==> src/rtl/tt_um_pwm_generator_verilog.sv <==
// Fixed-period PWM generator whose duty is stepped by two debounced push buttons.
// A shadow duty register makes new duty values take effect only at a period start.
module tt_um_pwm_generator_verilog #(
    parameter int PERIOD       = 10,
    parameter int INIT_DUTY    = 5,
    parameter int STEP         = 1,
    parameter int DEBOUNCE_DIV = 2,
    parameter int CNT_W        = 4
) (
    input  logic clk,
    input  logic rst_n,
    input  logic ui_increase_duty,
    input  logic ui_decrease_duty,
    output logic uo_PWM_OUT
);

    localparam int DIV_W = (DEBOUNCE_DIV > 1) ? $clog2(DEBOUNCE_DIV) : 1;

    localparam logic [CNT_W-1:0] PERIOD_C = CNT_W'(PERIOD);
    localparam logic [CNT_W-1:0] LAST_C   = CNT_W'(PERIOD - 1);
    localparam logic [CNT_W-1:0] STEP_C   = CNT_W'(STEP);
    localparam logic [CNT_W-1:0] INIT_C   = CNT_W'(INIT_DUTY);
    localparam logic [CNT_W-1:0] ONE_C    = CNT_W'(1);
    localparam logic [DIV_W-1:0] DIV_LAST = DIV_W'(DEBOUNCE_DIV - 1);
    localparam logic [DIV_W-1:0] DIV_ONE  = DIV_W'(1);

    // Bit 0 carries the increase button, bit 1 the decrease button.
    logic [1:0] btnRaw;
    logic [1:0] syncA_q, syncB_q;
    logic [1:0] histNew_q, histNew_d;
    logic [1:0] histOld_q, histOld_d;
    logic [1:0] deb_q, deb_d;
    logic [1:0] debPrev_q;
    logic [1:0] press;

    logic [DIV_W-1:0] div_q, div_d;
    logic             sampleEn;

    logic [CNT_W-1:0] cnt_q, cnt_d;
    logic [CNT_W-1:0] duty_q, duty_d;
    logic [CNT_W-1:0] shadow_q, shadow_d;
    logic             pwm_q, pwm_d;

    assign btnRaw   = {ui_decrease_duty, ui_increase_duty};
    assign sampleEn = (div_q == DIV_LAST);
    assign press    = deb_q & ~debPrev_q;

    always_comb begin
        div_d = sampleEn ? '0 : div_q + DIV_ONE;
    end

    // The level only changes once two consecutive samples agree; otherwise it holds.
    always_comb begin
        histNew_d = histNew_q;
        histOld_d = histOld_q;
        if (sampleEn) begin
            histNew_d = syncB_q;
            histOld_d = histNew_q;
        end
        deb_d = (histNew_q & histOld_q) | (deb_q & (histNew_q | histOld_q));
    end

    // Simultaneous presses cancel; results saturate at 0 and PERIOD.
    always_comb begin
        duty_d = duty_q;
        if (press[0] && !press[1]) begin
            duty_d = (duty_q >= PERIOD_C - STEP_C) ? PERIOD_C : duty_q + STEP_C;
        end else if (press[1] && !press[0]) begin
            duty_d = (duty_q <= STEP_C) ? '0 : duty_q - STEP_C;
        end
    end

    always_comb begin
        cnt_d    = (cnt_q == LAST_C) ? '0 : cnt_q + ONE_C;
        shadow_d = (cnt_q == LAST_C) ? duty_q : shadow_q;
        pwm_d    = (cnt_q < shadow_q);
    end

    always_ff @(posedge clk or negedge rst_n) begin
        if (!rst_n) begin
            syncA_q   <= '0;
            syncB_q   <= '0;
            histNew_q <= '0;
            histOld_q <= '0;
            deb_q     <= '0;
            debPrev_q <= '0;
            div_q     <= '0;
            cnt_q     <= '0;
            duty_q    <= INIT_C;
            shadow_q  <= INIT_C;
            pwm_q     <= 1'b0;
        end else begin
            syncA_q   <= btnRaw;
            syncB_q   <= syncA_q;
            histNew_q <= histNew_d;
            histOld_q <= histOld_d;
            deb_q     <= deb_d;
            debPrev_q <= deb_q;
            div_q     <= div_d;
            cnt_q     <= cnt_d;
            duty_q    <= duty_d;
            shadow_q  <= shadow_d;
            pwm_q     <= pwm_d;
        end
    end

    assign uo_PWM_OUT = pwm_q;

endmodule

==> config.mk <==
export PLATFORM = sky130hd
export DESIGN_NAME = tt_um_pwm_generator_verilog
export DESIGN_NICKNAME = d
export VERILOG_FILES = /design/src/rtl/tt_um_pwm_generator_verilog.sv
export SDC_FILE = /design/constraint.sdc
export NUM_CORES = 1
export LEC_CHECK = 0
export CORE_MARGIN = 5
export CORE_UTILIZATION = 57
export DETAILED_ROUTE_END_ITERATION = 7
export PLACE_DENSITY = 0.79
export SYNTH_ARGS = -nofsm -noshare
export SYNTH_HDL_FRONTEND = slang
export SYNTH_SLANG_ARGS = --single-unit
==> constraint.sdc <==
create_clock -name clk -period 2.32 [get_ports clk]
set_input_delay 0.348 -clock clk [delete_from_list [all_inputs] [get_ports clk]]
set_output_delay 0.348 -clock clk [all_outputs]
set_load 0.05 [all_outputs]
==> results of run 1 <==
[how the worst max path moves through the flow]
stage,startpoint,end,cells past startpoint
after floorplan,duty_q[0],duty_q[1],6
after CTS,duty_q[0],duty_q[1],6
after global placement,duty_q[0],duty_q[1],6
after detailed placement,duty_q[0],duty_q[1],6
after global routing,duty_q[0],duty_q[1],6
final,duty_q[0],duty_q[1],6
[logic make-up (layout without fill, tap and decap cells)]
logic type | count (synthesis) | in the layout | share of synthesized area [%]
xor gates and xnor gates | 2 | 2 | 1.51
buffers and inverters | 11 | 18 | 3.56
DFF | 26 | 26 | 56.5
AOI/OAI and AO/OA | 19 | 19 | 10.8
and+or+nand+nor | 26 | 26 | 11.6
muxes | 7 | 7 | 6.69
adders and majority gates | 9 | 9 | 9.28
[cell type report]
class	count	share of cell area, %
flip-flops and latches	26	51.0
multi-input cells	63	36.0
repair buffers	5	3.70
inverters	9	2.63
well taps	27	2.63
clock inverters	1	2.33
clock buffers	3	1.75
[sequential cells by signal (all words and copies together) (netlist names)]
| register | flops |
|---|---|
| syncA_q | 2 |
| cnt_q | 4 |
| histOld_q | 2 |
| debPrev_q | 2 |
| syncB_q | 2 |
| histNew_q | 2 |
| uo_PWM_OUT | 1 |
| duty_q | 4 |
| deb_q | 2 |
| div_q | 1 |
| shadow_q | 4 |
[worst max-delay path, delay by kind of cell (launching register included)]
kind                     cells  cell delay [ns]
multiplexers                 1             0.17
AND/OR/NAND/NOR              1             0.32
buffers and inverters        1             0.06
adder cells (fa/ha/maj)      1             0.23
flip-flops                   1             0.63
AO/OA/AOI/OAI                2             0.34
[power by group]
group	internal (mW)	switching, mW
Clock	0.174	0.126
Combinational	0.191	0.204
Sequential	0.562	0.0857
Total	0.927	0.415
[metal layers]
| layer | share of wire (%) | vias to the layer above | track usage, % |
|---|---|---|---|
| met5 | 0 | - | 0 |
| met4 | 0.48 | 0 | 4.86 |
| met3 | 2.4 | 2 | 3.75 |
| met2 | 48 | 6 | 23.6 |
| met1 | 49 | 341 | 18.7 |
| li1 | - | 351 | - |
[layout by cell type, fill, tap and decap left out, types with 3 or more instances in the layout]
| cell type | n |
|---|---|
| nand3_1 | 3 |
| nor2_1 | 4 |
| nand2b_1 | 3 |
| dfstp_2 | 4 |
| clkdlybuf4s50_1 | 4 |
| ha_1 | 7 |
| mux2_2 | 6 |
| inv_1 | 9 |
| dfrtp_1 | 22 |
| a21oi_1 | 4 |
| clkbuf_4 | 3 |
| o21ai_0 | 6 |
| nand2_1 | 8 |
[per-stage QoR]
| step | worst slack, ns | cell area [um2] | util (%) | power, mW | hold slack (ns) |
|---|---|---|---|---|---|
| floorplan | 0.656 | 1160 | - | 0.949 | 0.0524 |
| global placement | 0.612 | 1230 | 63.5 | 1.03 | 0.334 |
| detailed placement | 0.509 | 1230 | 63.5 | 1.05 | 0.340 |
| CTS | 0.475 | 1290 | 66.2 | 1.35 | 0.371 |
| global route | 0.396 | 1290 | 66.2 | 1.44 | 0.382 |
| finish | 0.489 | 1290 | 66.2 | 1.34 | 0.370 |
==> impl_metrics.py, run 1 <==
metrics = {
    "synthesis": {
        "ys_seq_area_share_pct": 56.5,
        "synth_seq_cells": 26,
        "synth_edf_count": 0,
        "synthCells": 100,
        "syn_area_per_cell_um2": 11.6,
        "async_flop_share_pct": 100,
        "synth_commonest_cells": "dfrtp_1, inv_1, nand2_1, ha_1",
        "synth_top_area_share_pct": 47.5,
        "yosysMostFrequentCell": "dfrtp_1",
        "syn_nets": 111,
        "synthesis.area_um2": 1160,
        "synth_top_cell_by_area": "dfrtp_1",
        "yosysWarnings": 0,
        "ys.flop_type": "dfrtp_1",
        "synth.area.top_cells": "dfrtp_1, dfstp_2, ha_1",
        "synth_cell_types": 28,
    },
    "clock_network": {
        "clock-sinks": 26,
        "clk_latency_ns": 0.31,
        "hold_buffers": 0,
        "clk_path_buf_depth": 2,
        "cts_root_buf": "clkbuf_4",
        "cts_inserted_buffers": 3,
        "tritoncts": "built",
        "htree_levels": 1,
        "path_clk_slew_ns": 0.14,
        "cts_resized": 0,
        "cts_post_setup_buffers_inserted": 0,
    },
    "global_routing": {
        "grt_max_degree": 27,
        "grt_pass1_wl_um": 3100,
        "grt_pass1_vias": 716,
        "grt_antenna_before_repair": 0,
        "grt_usage_pct": 14.4,
        "grt_overflow": 0,
    },
    "die": {
        "start_util_pct": 59.7,
        "die_h_um": 55.1,
        "rows": 16,
        "die_area_um2": 3040,
        "design.core.area_um2": 1940,
        "die_w_um": 55.1,
        "ios": 5,
    },
    "power_and_ir_drop": {
        "ir_drop_mv": 0.772,
        "p_per_area_nw_per_um2": 1040,
        "leakage_nw": 0.598,
    },
    "detailed_routing": {
        "drcViolationCount": 0,
        "drt-pass1-iter-count": 4,
        "via_per_inst": 5.22,
        "dr.first_iter.drc_count": 14,
        "avgRoutedWirePerCell_um": 12.4,
        "drtAntennaViolNets": 0,
        "wirelength_um": 1660,
        "routed-via-count": 700,
    },
    "worst_setup_path": {
        "r2r_slack_ns": 0.49,
        "endpoint_kind": "register",
        "arrival_ns": 2.07,
        "r2r_end": "duty_q[1]",
        "slowest_stage": "dfstp_2",
        "cp_max_fo": 8,
        "critPathKind": "reg -> reg",
        "timing.rr.start": "duty_q[0]",
        "required_ns": 2.56,
        "start_kind": "register",
        "path_cells": "inv_1, ha_1, or2_2, a21oi_1, mux2_2, a2bb2oi_1",
        "reg2reg_depth": 6,
        "cp_slowest_stage_delay_ns": 0.63,
    },
    "cells_and_area": {
        "multi_input_area_um2": 463,
        "n_fill_cell": 152,
        "ff_latch_area_um2": 656,
        "finalNetCount": 119,
        "drive_gt1_share_pct": 17.8,
        "area_delta_synth_final_pct": 10.9,
        "diodes": 0,
        "fin_cells": 134,
    },
    "timing": {
        "fin_setup_tns_ns": 0,
        "tightest_slew_ns": 0.499,
        "max_slew_margin_pct": 66.6,
        "finalHoldViolCount": 0,
        "skew_ns": 0.00618,
        "clock.fmax_mhz": 546,
        "min_period_ns": 1.83,
        "rsz0062_at_grt": "false",
        "period_share_pct": 78.9,
        "finalSetupViolCount": 0,
        "finalMaxSlewViolations": 0,
    },
    "place": {
        "routabilityCongestion": 0.772,
        "io_buffers": 4,
        "hpwl_um": 1200,
        "dp_cells": 130,
    },
    "min_path": {
        "hp-class": "in -> async",
    },
    "run_status": {
        "outcome": "completed",
    },
    "job": {
        "drv_cap": 0,
    },
}
Power figures use the tool's default switching activity.
==> run 2: changes to the inputs <==
==> constraint.sdc (replaced) <==
create_clock -name clk -period 1.7 [get_ports clk]
set_input_delay 0.255 -clock clk [delete_from_list [all_inputs] [get_ports clk]]
set_output_delay 0.255 -clock clk [all_outputs]
set_load 0.05 [all_outputs]
==> run 2 against run 1 <==
Sequential power up 32%; combinational power up 73%; worst setup slack worse by 0.41 ns; global-route usage down 0.074 points; first-iteration DRC count down 21%; clock skew up 0.00093 ns; utilization up 2.3 points; cell count up 3.0%; sequential cell count unchanged.
==> impl_metrics.py, run 2 (same netlist as run 1, synthesis figures left out) <==
metrics = {
    "run_status": {
        "outcome": "completed",
    },
    "detailed_routing": {
        "drtAntennaViolNets": 0,
        "routed-via-count": 720,
        "dr.first_iter.drc_count": 11,
        "drt-pass1-iter-count": 4,
        "via_per_inst": 5.22,
        "wirelength_um": 1770,
        "drcViolationCount": 0,
        "avgRoutedWirePerCell_um": 12.8,
    },
    "power_and_ir_drop": {
        "leakage_nw": 0.618,
        "clkPwrFrac_pct": 21.0,
        "ir_drop_mv": 1.04,
        "p_per_area_nw_per_um2": 1460,
        "seq_power_share_pct": 43.9,
        "internal-power_mw": 1.33,
        "combPwrFrac_pct": 35.1,
        "swShare_pct": 31.5,
        "p_switching_mw": 0.613,
    },
    "worst_setup_path": {
        "r2r_end": "duty_q[1]",
        "start_kind": "register",
        "timing.rr.start": "duty_q[0]",
        "endpoint_kind": "register",
        "cp_slowest_stage_delay_ns": 0.55,
        "cp-endpoint": "duty_q[1]",
        "required_ns": 1.94,
        "path_cells": "inv_1, ha_4, or2_2, a21oi_2, mux2_2, a2bb2oi_1",
        "slowest_stage": "dfstp_2",
        "critPathKind": "reg -> reg",
        "reg2reg_depth": 6,
        "cp_max_fo": 4,
        "cp-startpoint": "duty_q[0]",
        "arrival_ns": 1.87,
        "r2r_slack_ns": 0.08,
    },
    "cells_and_area": {
        "drive_gt1_share_pct": 23.4,
        "final_cell_mix": "dfrtp_1, inv_1, nand2_1",
        "area_delta_synth_final_pct": 14.7,
        "layout_commonest_cell": "dfrtp_1",
        "ff_latch_area_um2": 656,
        "reg.largest.list": "cnt_q: 4 flops, duty_q: 4 flops, shadow_q: 4 flops",
        "diodes": 0,
        "multi_input_area_um2": 479,
        "n_fill_cell": 143,
        "finalNetCount": 123,
        "fin_cells": 138,
    },
    "global_routing": {
        "grt_pass1_wl_um": 3140,
        "grt_max_degree": 27,
        "grt_antenna_before_repair": 0,
        "grt_pass1_vias": 712,
        "grt_usage_pct": 14.4,
        "grt_overflow": 0,
    },
    "timing": {
        "finalMaxSlewViolations": 0,
        "skew_ns": 0.00711,
        "finalSetupViolCount": 0,
        "period_share_pct": 95.6,
        "clock.fmax_mhz": 616,
        "min_period_ns": 1.62,
        "fin_ws_ns": 0.0756,
        "max_slew_margin_pct": 78.8,
        "fin_setup_tns_ns": 0,
        "finalHoldViolCount": 0,
        "tightest_slew_ns": 0.318,
        "rsz0062_at_grt": "false",
    },
    "die": {
        "ios": 5,
        "design.core.area_um2": 1940,
        "start_util_pct": 59.7,
        "die_area_um2": 3040,
        "die_w_um": 55.1,
        "die_h_um": 55.1,
        "rows": 16,
    },
    "job": {
        "drv_cap": 0,
    },
    "clock_network": {
        "clk_path_buf_depth": 2,
        "tritoncts": "built",
        "path_clk_slew_ns": 0.14,
        "htree_levels": 1,
        "clock-sinks": 26,
        "clk_latency_ns": 0.31,
        "cts_root_buf": "clkbuf_4",
        "hold_buffers": 0,
        "cts_inserted_buffers": 3,
    },
    "place": {
        "post-place-ws_ns": 0.0139,
        "hpwl_um": 1280,
        "dp_cells": 133,
        "io_buffers": 4,
        "routabilityCongestion": 0.767,
    },
    "min_path": {
        "hp-class": "in -> async",
    },
}
[run 2: cell types whose count changed in the layout (fill, tap and decap cells not counted), sizes merged]
cell | previous run | this run
buf | 1 | 6
clkdlybuf4s50 | 4 | 3
[run 2: through the flow]
| step | area (um2) | hold slack [ns] | power [mW] | util (%) |
|---|---|---|---|---|
| final | 1330 | 0.287 | 1.95 | 68.5 |
| after CTS | 1310 | 0.287 | 1.91 | 67.5 |
| after detailed placement | 1250 | 0.344 | 1.48 | 64.6 |
| after floorplan | 1160 | -0.0406 | 1.30 | - |
| after global placement | 1250 | 0.332 | 1.44 | 64.6 |
| after global routing | 1330 | 0.298 | 2.08 | 68.5 |
[run 2: routing by layer]
| layer | up-vias | share of wire, % | track usage (%) |
|---|---|---|---|
| li1 | 366 | - | - |
| met1 | 348 | 50 | 20.9 |
| met2 | 4 | 48 | 22.6 |
| met3 | 2 | 1.3 | 1.61 |
| met4 | 0 | 0.74 | 4.45 |
| met5 | - | 0 | 0 |
[run 2: layout make-up]
class | count | area share, %
flip-flops and latches | 26 | 49.3
multi-input cells | 63 | 36.0
repair buffers | 9 | 5.64
inverters | 9 | 2.54
well taps | 27 | 2.54
clock inverters | 1 | 2.26
clock buffers | 3 | 1.69
[run 2: worst min-delay path by stage]
stage	end	start	cells after the start
finish	histNew_q[1]	rst_n	2
global placement	syncB_q[1]	syncA_q[1]	0
detailed placement	syncB_q[1]	syncA_q[1]	0
CTS	syncA_q[0]	rst_n	2
global route	histNew_q[1]	rst_n	2
floorplan	cnt_q[0]	rst_n	0
[run 2: worst max-delay path: cells and delay by family, from the launching register on]
kind / cells / cell delay [ns]
DFF: 1 / 0.55
and+or+nand+nor: 1 / 0.32
AOI/OAI and AO/OA: 2 / 0.30
adders and majority gates: 1 / 0.17
muxes: 1 / 0.17
buffers and inverters: 1 / 0.06
[run 2: power groups by stage]
stage,Clock (mW),Combinational [mW],Sequential [mW]
after floorplan,0,0.409,0.886
after global placement,0,0.579,0.860
after detailed placement,0,0.609,0.868
after CTS,0.417,0.633,0.857
after global routing,0.446,0.764,0.871
final,0.409,0.683,0.853
[run 2: what timing repair did]
| action | 4_1_cts | 5_1_grt |
|---|---|---|
| gates cloned | 0 | 0 |
| setup buffers | 0 | 1 |
| hold endpoints to repair | 0 | 0 |
| gates resized for setup | 1 | 2 |
| endpoints found under the setup margin | 1 | 3 |
| pin swaps | 0 | 1 |
